`src/rtl/video_ports_rd_pkg.sv`:
```
`default_nettype none
// ============================================================================
// Module      : video_ports_rd_pkg
// Description : Shared video constants: status bit map, strobe indices and
//               the read-port priority select.
// Revision    : 1.0
// ============================================================================
package video_ports_rd_pkg;

    localparam int STAT_FRAME_BIT  = 0;
    localparam int STAT_LINE_BIT   = 1;
    localparam int STAT_VBLANK_BIT = 2;
    localparam int STAT_OVR_BIT    = 6;

    localparam int NUM_STROBES = 4;
    localparam int STB_STATUS  = 0;
    localparam int STB_VLINE_L = 1;
    localparam int STB_VLINE_H = 2;
    localparam int STB_FCNT    = 3;

    typedef enum logic [2:0] {
        SEL_NONE    = 3'd0,
        SEL_STATUS  = 3'd1,
        SEL_VLINE_L = 3'd2,
        SEL_VLINE_H = 3'd3,
        SEL_FCNT    = 3'd4
    } port_sel_t;

    function automatic port_sel_t select_port(input logic [NUM_STROBES-1:0] edges);
        port_sel_t sel;
        sel = SEL_NONE;
        if (edges[STB_STATUS])       sel = SEL_STATUS;
        else if (edges[STB_VLINE_L]) sel = SEL_VLINE_L;
        else if (edges[STB_VLINE_H]) sel = SEL_VLINE_H;
        else if (edges[STB_FCNT])    sel = SEL_FCNT;
        return sel;
    endfunction

    function automatic logic [7:0] status_byte(input logic frame_p, input logic line_p,
                                               input logic vblank, input logic ovr);
        logic [7:0] b;
        b                  = 8'h00;
        b[STAT_FRAME_BIT]  = frame_p;
        b[STAT_LINE_BIT]   = line_p;
        b[STAT_VBLANK_BIT] = vblank;
        b[STAT_OVR_BIT]    = ovr;
        return b;
    endfunction

endpackage
`default_nettype wire

```
`src/rtl/video_ports_rd_strobe_edge.sv`:
```
`default_nettype none
// ============================================================================
// Module      : strobe_edge
// Description : Rising-edge detector for one level read strobe.
// Revision    : 1.0
// ============================================================================
module strobe_edge (
    input  logic clk,
    input  logic res_n,
    input  logic strobe,
    output logic rise
);

    logic r_prev;

    // History resets to 0 so a strobe already high at reset release fires once.
    always_ff @(posedge clk or negedge res_n) begin
        if (!res_n) r_prev <= 1'b0;
        else        r_prev <= strobe;
    end

    assign rise = strobe & ~r_prev;

endmodule
`default_nettype wire

```
`src/rtl/video_ports_rd.sv`:
```
`default_nettype none
// ============================================================================
// Module      : video_ports_rd
// Description : Z80 read ports for video status, line counter and frame count.
// Revision    : 1.0
// ============================================================================
module video_ports_rd
    import video_ports_rd_pkg::*;
(
    input  logic       clk,
    input  logic       res_n,
    input  logic       status_rd,
    input  logic       vline_l_rd,
    input  logic       vline_h_rd,
    input  logic       fcnt_rd,
    input  logic [8:0] vcnt,
    input  logic       vblank,
    input  logic       int_start,
    input  logic       line_int,
    output logic [7:0] dout,
    output logic       dout_vld
);

    logic [NUM_STROBES-1:0] w_strobes;
    logic [NUM_STROBES-1:0] w_edges;
    port_sel_t              w_sel;
    logic                   w_clr;

    logic [7:0] r_dout;
    logic       r_dout_vld;
    logic       r_frame_p;
    logic       r_line_p;
    logic       r_ovr;
    logic [8:0] r_snap;
    logic       r_snap_vld;
    logic [7:0] r_fcnt;

    assign w_strobes[STB_STATUS]  = status_rd;
    assign w_strobes[STB_VLINE_L] = vline_l_rd;
    assign w_strobes[STB_VLINE_H] = vline_h_rd;
    assign w_strobes[STB_FCNT]    = fcnt_rd;

    generate
        for (genvar gi = 0; gi < NUM_STROBES; gi++) begin : g_edge
            strobe_edge u_edge (
                .clk    (clk),
                .res_n  (res_n),
                .strobe (w_strobes[gi]),
                .rise   (w_edges[gi])
            );
        end
    endgenerate

    assign w_sel = select_port(w_edges);
    assign w_clr = (w_sel == SEL_STATUS);

    always_ff @(posedge clk or negedge res_n) begin
        if (!res_n) begin
            r_dout     <= 8'h00;
            r_dout_vld <= 1'b0;
            r_frame_p  <= 1'b0;
            r_line_p   <= 1'b0;
            r_ovr      <= 1'b0;
            r_snap     <= 9'h000;
            r_snap_vld <= 1'b0;
            r_fcnt     <= 8'h00;
        end else begin
            r_dout_vld <= 1'b0;
            // Events OR in after the read clear, so a coincident event survives.
            r_frame_p  <= (r_frame_p & ~w_clr) | int_start;
            r_line_p   <= (r_line_p  & ~w_clr) | line_int;
            r_ovr      <= (r_ovr     & ~w_clr) | (int_start & r_frame_p);
            if (int_start) r_fcnt <= r_fcnt + 8'd1;

            case (w_sel)
                SEL_STATUS: begin
                    r_dout     <= status_byte(r_frame_p, r_line_p, vblank, r_ovr);
                    r_dout_vld <= 1'b1;
                end
                SEL_VLINE_L: begin
                    r_dout     <= vcnt[7:0];
                    r_snap     <= vcnt;
                    r_snap_vld <= 1'b1;
                    r_dout_vld <= 1'b1;
                end
                SEL_VLINE_H: begin
                    if (r_snap_vld) begin
                        r_dout     <= {1'b1, 6'b000000, r_snap[8]};
                        r_snap_vld <= 1'b0;
                    end else begin
                        r_dout     <= {7'b0000000, vcnt[8]};
                    end
                    r_dout_vld <= 1'b1;
                end
                SEL_FCNT: begin
                    r_dout     <= r_fcnt;
                    r_dout_vld <= 1'b1;
                end
                default: ;
            endcase
        end
    end

    assign dout     = r_dout;
    assign dout_vld = r_dout_vld;

endmodule
`default_nettype wire
```
`config.mk`:
```
export PLATFORM = sky130hd
export DESIGN_NAME = video_ports_rd
export DESIGN_NICKNAME = d
export VERILOG_FILES = /design/src/rtl/video_ports_rd_pkg.sv /design/src/rtl/video_ports_rd_strobe_edge.sv /design/src/rtl/video_ports_rd.sv
export SDC_FILE = /design/constraint.sdc
export NUM_CORES = 1
export LEC_CHECK = 0
export ABC_AREA = 1
export ABC_CLOCK_PERIOD_IN_PS = 1150
export BUFFER_PORTS_ARGS = -buffer_cell sky130_fd_sc_hd__buf_2
export CORE_UTILIZATION = 47
export DETAILED_ROUTE_END_ITERATION = 7
export PLACE_DENSITY = 0.74
export SYNTH_ARGS = -nofsm -noshare
export SYNTH_HDL_FRONTEND = slang
export SYNTH_SLANG_ARGS = --single-unit
```
`constraint.sdc`:
```
create_clock -name clk -period 1.15 [get_ports clk]
set_input_delay 0.2875 -clock clk [delete_from_list [all_inputs] [get_ports clk]]
set_output_delay 0.2875 -clock clk [all_outputs]
set_load 0.02 [all_outputs]
```
# Word-level counts from Yosys, hierarchy flattened
# Index checks and enable logic that the tools add are counted.
dict set report classes {
  addsub 1
  eq_ne 4
  muxes 8
  bitwise_logic 16
  reduce_logical 3
}
# operator n
set ops {}
lappend ops {{one-hot mux 8 bit (4 select lines)} 1}
lappend ops {{2-to-1 mux 3 bit} 4}
lappend ops {{adder 8 x 1 -> 8 bit (second input constant)} 1}
lappend ops {{AND 1 bit} 8}
lappend ops {{2-to-1 mux 8 bit} 1}
lappend ops {{equality test 3 x 2 -> 1 bit (second input constant)} 2}
lappend ops {{NOT 1 bit} 5}
lappend ops {{nonzero test 4 bit} 1}
lappend ops {{OR reduction 4 bit} 1}
lappend ops {{equality test 3 x 1 -> 1 bit (second input constant)} 1}
lappend ops {{equality test 3 bit (second input constant)} 1}
lappend ops {{bitwise OR 1 bit} 3}
lappend ops {{one-hot mux 1 bit (2 select lines)} 1}
lappend ops {{nonzero test 2 bit} 1}
lappend ops {{2-to-1 mux 1 bit} 1}
dict set report totals {
  reg_bits 34
  elab_cells 44
}

# Logic depth before layout (Yosys ltp)
# Gate-level depths: netlist of the first run.
dict set report logic_depth {
  ltp_word 10
  depth_mapped 10
}

# Cells and area by module
# From an unflattened synthesis of the first run, not the netlist that was laid out.
dict set report hier_totals {
  cells_unflattened 145
  hier_area_um2 1266.2
}
# module instances cells_per_inst area_each_um2
set by_module_without_submodules {}
lappend by_module_without_submodules {video_ports_rd 1 133 1126.1}
lappend by_module_without_submodules {strobe_edge 4 3 35.0}

# Worst setup path before layout of the first run
# No wires, ideal clock.
dict set report synth_path {
  path_type {reg2reg}
  from {register g_edge[1].u_edge.r_prev}
  to {register r_dout[0], in the netlist dout[0]}
  setup_ns 0.116
  arrival_ns 1.035
  required_ns 1.034
  setup_slack_ns -0.001
  stages_incl_launch_ff 11
  path_buffers 0
  synth_period_minus_slack_ns 1.151
  path_cell_list {dfrtp_1 -> inv_1 -> nand2_2 -> nand2_4 -> inv_1 -> o21ai_1 -> nand3_1 -> nand2_1 -> inv_1 -> nand2_1 -> nand2_1}
}
dict set report synth_between {
  elab_chain_cells 6
}
# element line_no
set synth_lines {}
lappend synth_lines {{start: declaration} video_ports_rd_strobe_edge.sv:14} ;# logic r_prev;
lappend synth_lines {{start signal: assignment} video_ports_rd_strobe_edge.sv:19} ;# else r_prev <= strobe;
lappend synth_lines {{NOT 1 bit *} video_ports_rd_strobe_edge.sv:22} ;# assign rise = strobe & ~r_prev;
lappend synth_lines {{AND 1 bit *} video_ports_rd_strobe_edge.sv:22}
lappend synth_lines {{2-to-1 mux 3 bit *} video_ports_rd_pkg.sv:33} ;# else if (edges[STB_VLINE_L]) sel = SEL_VLINE_L;
lappend synth_lines {{2-to-1 mux 3 bit *} video_ports_rd_pkg.sv:32} ;# if (edges[STB_STATUS]) sel = SEL_STATUS;
lappend synth_lines {{equality test 3 bit (tied with other cells)} video_ports_rd.sv:75} ;# case (w_sel)
lappend synth_lines {{one-hot mux 8 bit (4 select lines) or nonzero test 4 bit (tied branches)} -}
lappend synth_lines {{end signal: assignment} video_ports_rd.sv:77} ;# r_dout <= status_byte(r_frame_p, r_line_p, vblank, r_ovr);
lappend synth_lines {{end signal: assignment} video_ports_rd.sv:81} ;# r_dout <= vcnt[7:0];
lappend synth_lines {{end signal: assignment} video_ports_rd.sv:88} ;# r_dout <= {1'b1, 6'b000000, r_snap[8]};
lappend synth_lines {{end: declaration} video_ports_rd.sv:29} ;# logic [7:0] r_dout;
# Every way passes the cells marked *; elsewhere a longest branch is shown, timed or not.
# A chain may end at the register's enable or synchronous reset.

# Worst setup path after layout of the first run
dict set report layout_path {
  from {register g_edge[2].u_edge.r_prev}
  to {register r_dout[6], in the netlist dout[6]}
}
dict set report layout_between {
  elab_chain_cells 7
}
# element line_no
set layout_lines {}
lappend layout_lines {{start: declaration} video_ports_rd_strobe_edge.sv:14}
lappend layout_lines {{start signal: assignment} video_ports_rd_strobe_edge.sv:19}
lappend layout_lines {{NOT 1 bit *} video_ports_rd_strobe_edge.sv:22}
lappend layout_lines {{AND 1 bit *} video_ports_rd_strobe_edge.sv:22}
lappend layout_lines {{2-to-1 mux 3 bit *} video_ports_rd_pkg.sv:34} ;# else if (edges[STB_VLINE_H]) sel = SEL_VLINE_H;
lappend layout_lines {{2-to-1 mux 3 bit *} video_ports_rd_pkg.sv:33}
lappend layout_lines {{2-to-1 mux 3 bit *} video_ports_rd_pkg.sv:32}
lappend layout_lines {{equality test 3 bit (tied with other cells)} video_ports_rd.sv:75}
lappend layout_lines {{one-hot mux 8 bit (4 select lines) or nonzero test 4 bit (tied branches)} -}
# Marks and branches as above.

==> results of run 1 <==
-- worst max-delay path, stage by stage (launching register included) --
cell and delay (ns):
dfrtp_1 0.45, o21ai_1 0.25, nor2_4 0.11, a21oi_1 0.15, nand2_1 0.08, nand2_1 0.06, nand2_1 0.05
-- flip-flops by register name, indices dropped and copies added, names as in the netlist --
name / count
r_ovr: 1
r_fcnt: 8
r_snap: 1
g_edge.u_edge.r_prev: 4
r_frame_p: 1
r_snap_vld: 1
r_line_p: 1
dout_vld: 1
dout: 8
-- final timing paths --
kind / from / endpoint / slack (ns)
worst max register to register: g_edge[2].u_edge.r_prev$_DFF_PN0_ / dout[6]$_DFFE_PN0P_ / -0.09
min in group asynchronous: res_n / g_edge[3].u_edge.r_prev$_DFF_PN0_ / 0.38
worst max-delay path: g_edge[2].u_edge.r_prev$_DFF_PN0_ / dout[6]$_DFFE_PN0P_ / -0.09
max in group asynchronous: res_n / r_fcnt[7]$_DFFE_PN0P_ / 0.39
worst min-delay path: fcnt_rd / g_edge[3].u_edge.r_prev$_DFF_PN0_ / 0.09
worst min register to register: r_fcnt[7]$_DFFE_PN0P_ / r_fcnt[7]$_DFFE_PN0P_ / 0.49
-- power by group --
part / internal (uW) / switching [uW] / leakage [uW]
clock network: 193 / 263 / 0.0000210
logic: 561 / 431 / 0.000579
registers: 1100 / 174 / 0.000312
-- through the flow --
step                      cell area (um2)  std cells  total power (uW)  hold WS [ns]
after floorplan                      1190        134              1630      -0.00809
after global placement               1430        196              1890         0.199
after detailed placement             1430        196              1940         0.205
after CTS                            1620        209              2550        0.0816
after global routing                 1700        216              2910        0.0597
final                                1700        216              2720        0.0888
-- synth_stat cells, drive strengths merged --
library cell and count:
nand3 13, xor2 2, nor2 10, nand2 45
a21oi 4, buf 1, dfrtp 26, a21o 1
ha 1, nand4 3, inv 17, or2 1
o21a 1, nor3 1, xnor2 4, o21ai 4
-- area by class of cell --
class,instances,share of cell area
tap,28,0.0206
multi-input combinational,90,0.293
sequential,26,0.382
timing repair buffer,51,0.245
inverter,17,0.0375
clock buffer,4,0.0213
-- cell usage in the layout, fill, tap and decap left out, drive strengths merged --
cell type / count
a21o: 1
a21oi: 4
buf: 50
clkbuf: 4
dfrtp: 26
dlygate4sd3: 1
ha: 1
inv: 17
nand2: 45
nand3: 13
nand4: 3
nor2: 10
nor3: 1
o21a: 1
o21ai: 4
or2: 1
xnor2: 4
xor2: 2
-- what timing repair did --
| item | in CTS | in global routing |
|---|---|---|
| gates resized for setup | 21 | 8 |
| pin swaps | 5 | 2 |
| endpoints found under the hold margin | 12 | 0 |
| hold buffers | 1 | 0 |
| setup buffers | 8 | 7 |
| endpoints found under the setup margin | 18 | 22 |
-- logic make-up after synthesis --
family,Yosys count,share of synthesized area
adders and majority gates,1,0.0105
xor gates and xnor gates,6,0.0443
DFF,26,0.549
AOI/OAI and AO/OA,10,0.0475
and+or+nand+nor,73,0.289
buffers and inverters,18,0.0601
-- metal layers --
metal | track usage | vias up | wire (um)
li1 | - | 527 | -
met1 | 0.280 | 521 | 1210
met2 | 0.415 | 24 | 1440
met3 | 0.0348 | 2 | 87
met4 | 0.0658 | 0 | 17
met5 | 0 | - | 0
==> run metrics, run 1 <==
core footprint=0.00230 mm2; total gr overflow=0; Pre-antenna DRT Iters=4; failing checks=negative setup slack; nets=208; Seq. cell area=651 um2; status=finished, violations left; maximum clock frequency=808 MHz; antenna cells=0; drt total wl=2.75 mm; Fillers=180; Post-DRT Antenna Nets=0; clock buffer depth=2; DRC Markers=0; Post-Route Skew=0.00265 ns; share of layout cells above drive strength 1=0.378; setup_tns=-0.465 ns; Layout Utilization=0.741; P per Cell Area=1600 mW/mm2; max cap viols=0; Syn Nets=153; wire length per cell=12.7 um; Worst R2R Path Depth=6; period utilisation layout=1.08; count of final max-slew check failures=0; # rows=17; post-route setup slack=-0.0872 ns; critical path class=flop to flop; Hold Crit Class=input pin to flop; multi-input logic area=499 um2; die area=0.00273 mm2; RD Place Congestion=0.828; global-route usage over all layers=0.229; synth unique cells=22; Syn Area/Cell=8.85 um2; static leakage=0.000912 uW; DR iter-0 viols=17; Critical Path Fanout Max=8; Post-DP HPWL=1.94 mm; area of the mapped netlist=0.00119 mm2; VDD IR-drop max=1230 uV; Synth Warn #=0; DP Worst Slack=-0.142 ns; PortBufs=26; die height=52.2 um; CTS Buf Count=3; TritonCTS clock tree=built; crit path capture type=flop; H-Tree Depth=1; pin count of the biggest net entering global routing=15; minimum clock period=1.24 ns; DR vias=1074; Area growth syn-to-layout=43.6%; Root Driver=clkbuf_4; die width=52.2 um; clock sink count=26; crit path DAT=1.46 ns; dominant cell type by area after synthesis=dfrtp_1; hold depth=1; largest cells by area after synthesis=dfrtp_1 55%, nand2_1 13%, nand3_1 5.5%, inv_1 4.7%, xnor2_1 3.0%; Via density=4.97; Seq/Total Area, Yosys=0.549; WP data required=1.37 ns; Gate Count Post-Synth=134; register bit total from synthesis=26; Skew-Pair Late Insertion Delay=0.31 ns; Setup-failing EPs final=14; final hold viol count=0; clock-pin slew on the worst setup and hold paths=0.14 ns; global-route wire length before repair=4.60 mm; Synth top area share=0.549; Boundary Pins=27; vias in the first global route=1097; startpoint types=flop; Initial Util=0.516; RSZ-0062 raised after global routing=yes; pin slew with the least headroom to its limit=0.340 ns; initial antenna violation count=0; Rel. slew slack=0.773
(Power assumes the default switching activity.)
==> inputs of run 2 (changes only) <==
--- a/config.mk
+++ b/config.mk
@@ -11,6 +11,7 @@
 export CORE_UTILIZATION = 47
 export DETAILED_ROUTE_END_ITERATION = 7
 export PLACE_DENSITY = 0.74
+export SKIP_CTS_REPAIR_TIMING = 1
 export SYNTH_ARGS = -nofsm -noshare
 export SYNTH_HDL_FRONTEND = slang
 export SYNTH_SLANG_ARGS = --single-unit
==> run 2 against run 1 <==
The flow still finishes with violations (negative setup slack). Sequential share of layout area is 0.83 points higher. Combinational power is 6.0% lower. Setup slack better by 0.012 ns. Routed wire length is 3.3% higher. Maximum frequency is 0.94% higher. Register-to-register slack hardly changed. Power is 2.0% lower. First-iteration DRC count is 35% lower. Count of clock-buffer cells in the layout stayed put. Global-route usage is 1.6 points lower. Critical path depth is 1 higher. Critical endpoint is now dout[0]$_DFFE_PN0P_. Largest power group unchanged.
==> run metrics, run 2 (synthesis gave the netlist of run 1 again) <==
RSZ-0062 raised after global routing=yes; crit path capture type=flop; global-route usage over all layers=0.213; clock-pin slew on the worst setup and hold paths=0.14 ns; placed cells=196; critical path class=flop to flop; max cap viols=0; drt total wl=2.85 mm; share of layout cells above drive strength 1=0.407; final hold viol count=0; commonest cells after routing, fill and taps aside=41 x nand2_1, 26 x dfrtp_1, 18 x buf_2; Skew-Pair Late Insertion Delay=0.31 ns; vias in the first global route=1032; post-place instance area=0.00143 mm2; antenna cells=0; DR vias=1065; Root Driver=clkbuf_4; core footprint=0.00230 mm2; die width=52.2 um; Hold Crit Class=input pin to flop; Worst Setup SP=g_edge[3].u_edge.r_prev$_DFF_PN0_; Worst R2R Path Depth=7; Crit path largest cell delay=0.42 ns; Initial Util=0.516; Seq. cell area=651 um2; total gr overflow=0; minimum clock period=1.23 ns; wire length per cell=13.5 um; post-route setup slack=-0.0757 ns; initial antenna violation count=0; startpoint types=flop; DR iter-0 viols=11; die height=52.2 um; WP data required=1.42 ns; status=finished, violations left; worst path cell trace=nor2_4, o21ai_2, nor2_4, nand2_1, nand3_1, nand2_1, nand2_1; crit path DAT=1.49 ns; setup_tns=-0.239 ns; period utilisation layout=1.07; hold wc startpoint=fcnt_rd; CTS Buf Count=3; Boundary Pins=27; pin slew with the least headroom to its limit=0.343 ns; P per Cell Area=1600 mW/mm2; r2r endpoint=dout[0]$_DFFE_PN0P_; global-route wire length before repair=4.25 mm; Area growth syn-to-layout=40.5%; count of final max-slew check failures=0; Fillers=177; Critical Path Fanout Max=8; multi-input logic area=536 um2; critical register-to-register path startpoint=g_edge[3].u_edge.r_prev$_DFF_PN0_; Setup-failing EPs final=10; clock sink count=26; Pre-antenna DRT Iters=4; TritonCTS clock tree=built; PortBufs=26; slowest CP cell=dfrtp_1; die area=0.00273 mm2; Post-DP HPWL=1.94 mm; pin count of the biggest net entering global routing=15; DRC Markers=0; VDD IR-drop max=1360 uV; Via density=5.07; commonest non-fill, non-tap cell in the layout=nand2_1; RD Place Congestion=0.828; r2r setup slk=-0.08 ns; maximum clock frequency=816 MHz; H-Tree Depth=1; # rows=17; crit-path most repeated cell=nand2_1; Rel. slew slack=0.771; critical path capture point=dout[0]$_DFFE_PN0P_; Post-DRT Antenna Nets=0; clock buffer depth=2; Post-Route Skew=0.00524 ns; static leakage=0.000891 uW; nets=202; failing checks=negative setup slack; Design Area, Final=0.00167 mm2; fin cells=210
run 2: layout make-up:
| type | count | share of cell area |
|---|---|---|
| Timing Repair Buffer | 45 | 0.207 |
| Tap cell | 28 | 0.0210 |
| Clock buffer | 4 | 0.0218 |
| Sequential cell | 26 | 0.390 |
| Multi-Input combinational cell | 90 | 0.321 |
| Inverter | 17 | 0.0383 |
run 2: metrics by stage:
| stage | utilization | hold slack, ns | power, uW | setup slack [ns] |
|---|---|---|---|---|
| after floorplan | - | -0.00809 | 1630 | 0.00633 |
| after global placement | 0.621 | 0.199 | 1890 | -0.0675 |
| after detailed placement | 0.621 | 0.205 | 1940 | -0.142 |
| after CTS | 0.637 | -0.148 | 2380 | -0.148 |
| after global routing | 0.725 | 0.0689 | 2830 | -0.139 |
| final | 0.725 | 0.0909 | 2670 | -0.0757 |
run 2: metal layers:
layer / GRT usage / share of wire
met1: 0.265 / 0.42
met2: 0.372 / 0.54
met3: 0.0377 / 0.027
met5: 0 / 0
met4: 0.0702 / 0.0081
run 2: power breakdown:
group	leakage, uW	internal, uW	total [uW]	switching, uW
clock network	0.0000210	193	459	266
logic	0.000558	500	932	431
registers	0.000312	1100	1280	177
run 2: worst min-delay path by stage:
stage	slack, ns	cells after the start	end
2_1_floorplan	-0.008	0	dout[0]$_DFFE_PN0P_
3_3_place_gp	0.20	1	g_edge[2].u_edge.r_prev$_DFF_PN0_
3_5_place_dp	0.21	1	g_edge[3].u_edge.r_prev$_DFF_PN0_
4_1_cts	-0.15	1	g_edge[3].u_edge.r_prev$_DFF_PN0_
5_1_grt	0.07	1	g_edge[3].u_edge.r_prev$_DFF_PN0_
6_report	0.09	1	g_edge[3].u_edge.r_prev$_DFF_PN0_
run 2: worst max-delay path, delay by kind of cell (launching register included):
family	cells	cell delay [ns]
flip-flops	1	0.42
AO/OA/AOI/OAI	1	0.09
AND/OR/NAND/NOR	6	0.67
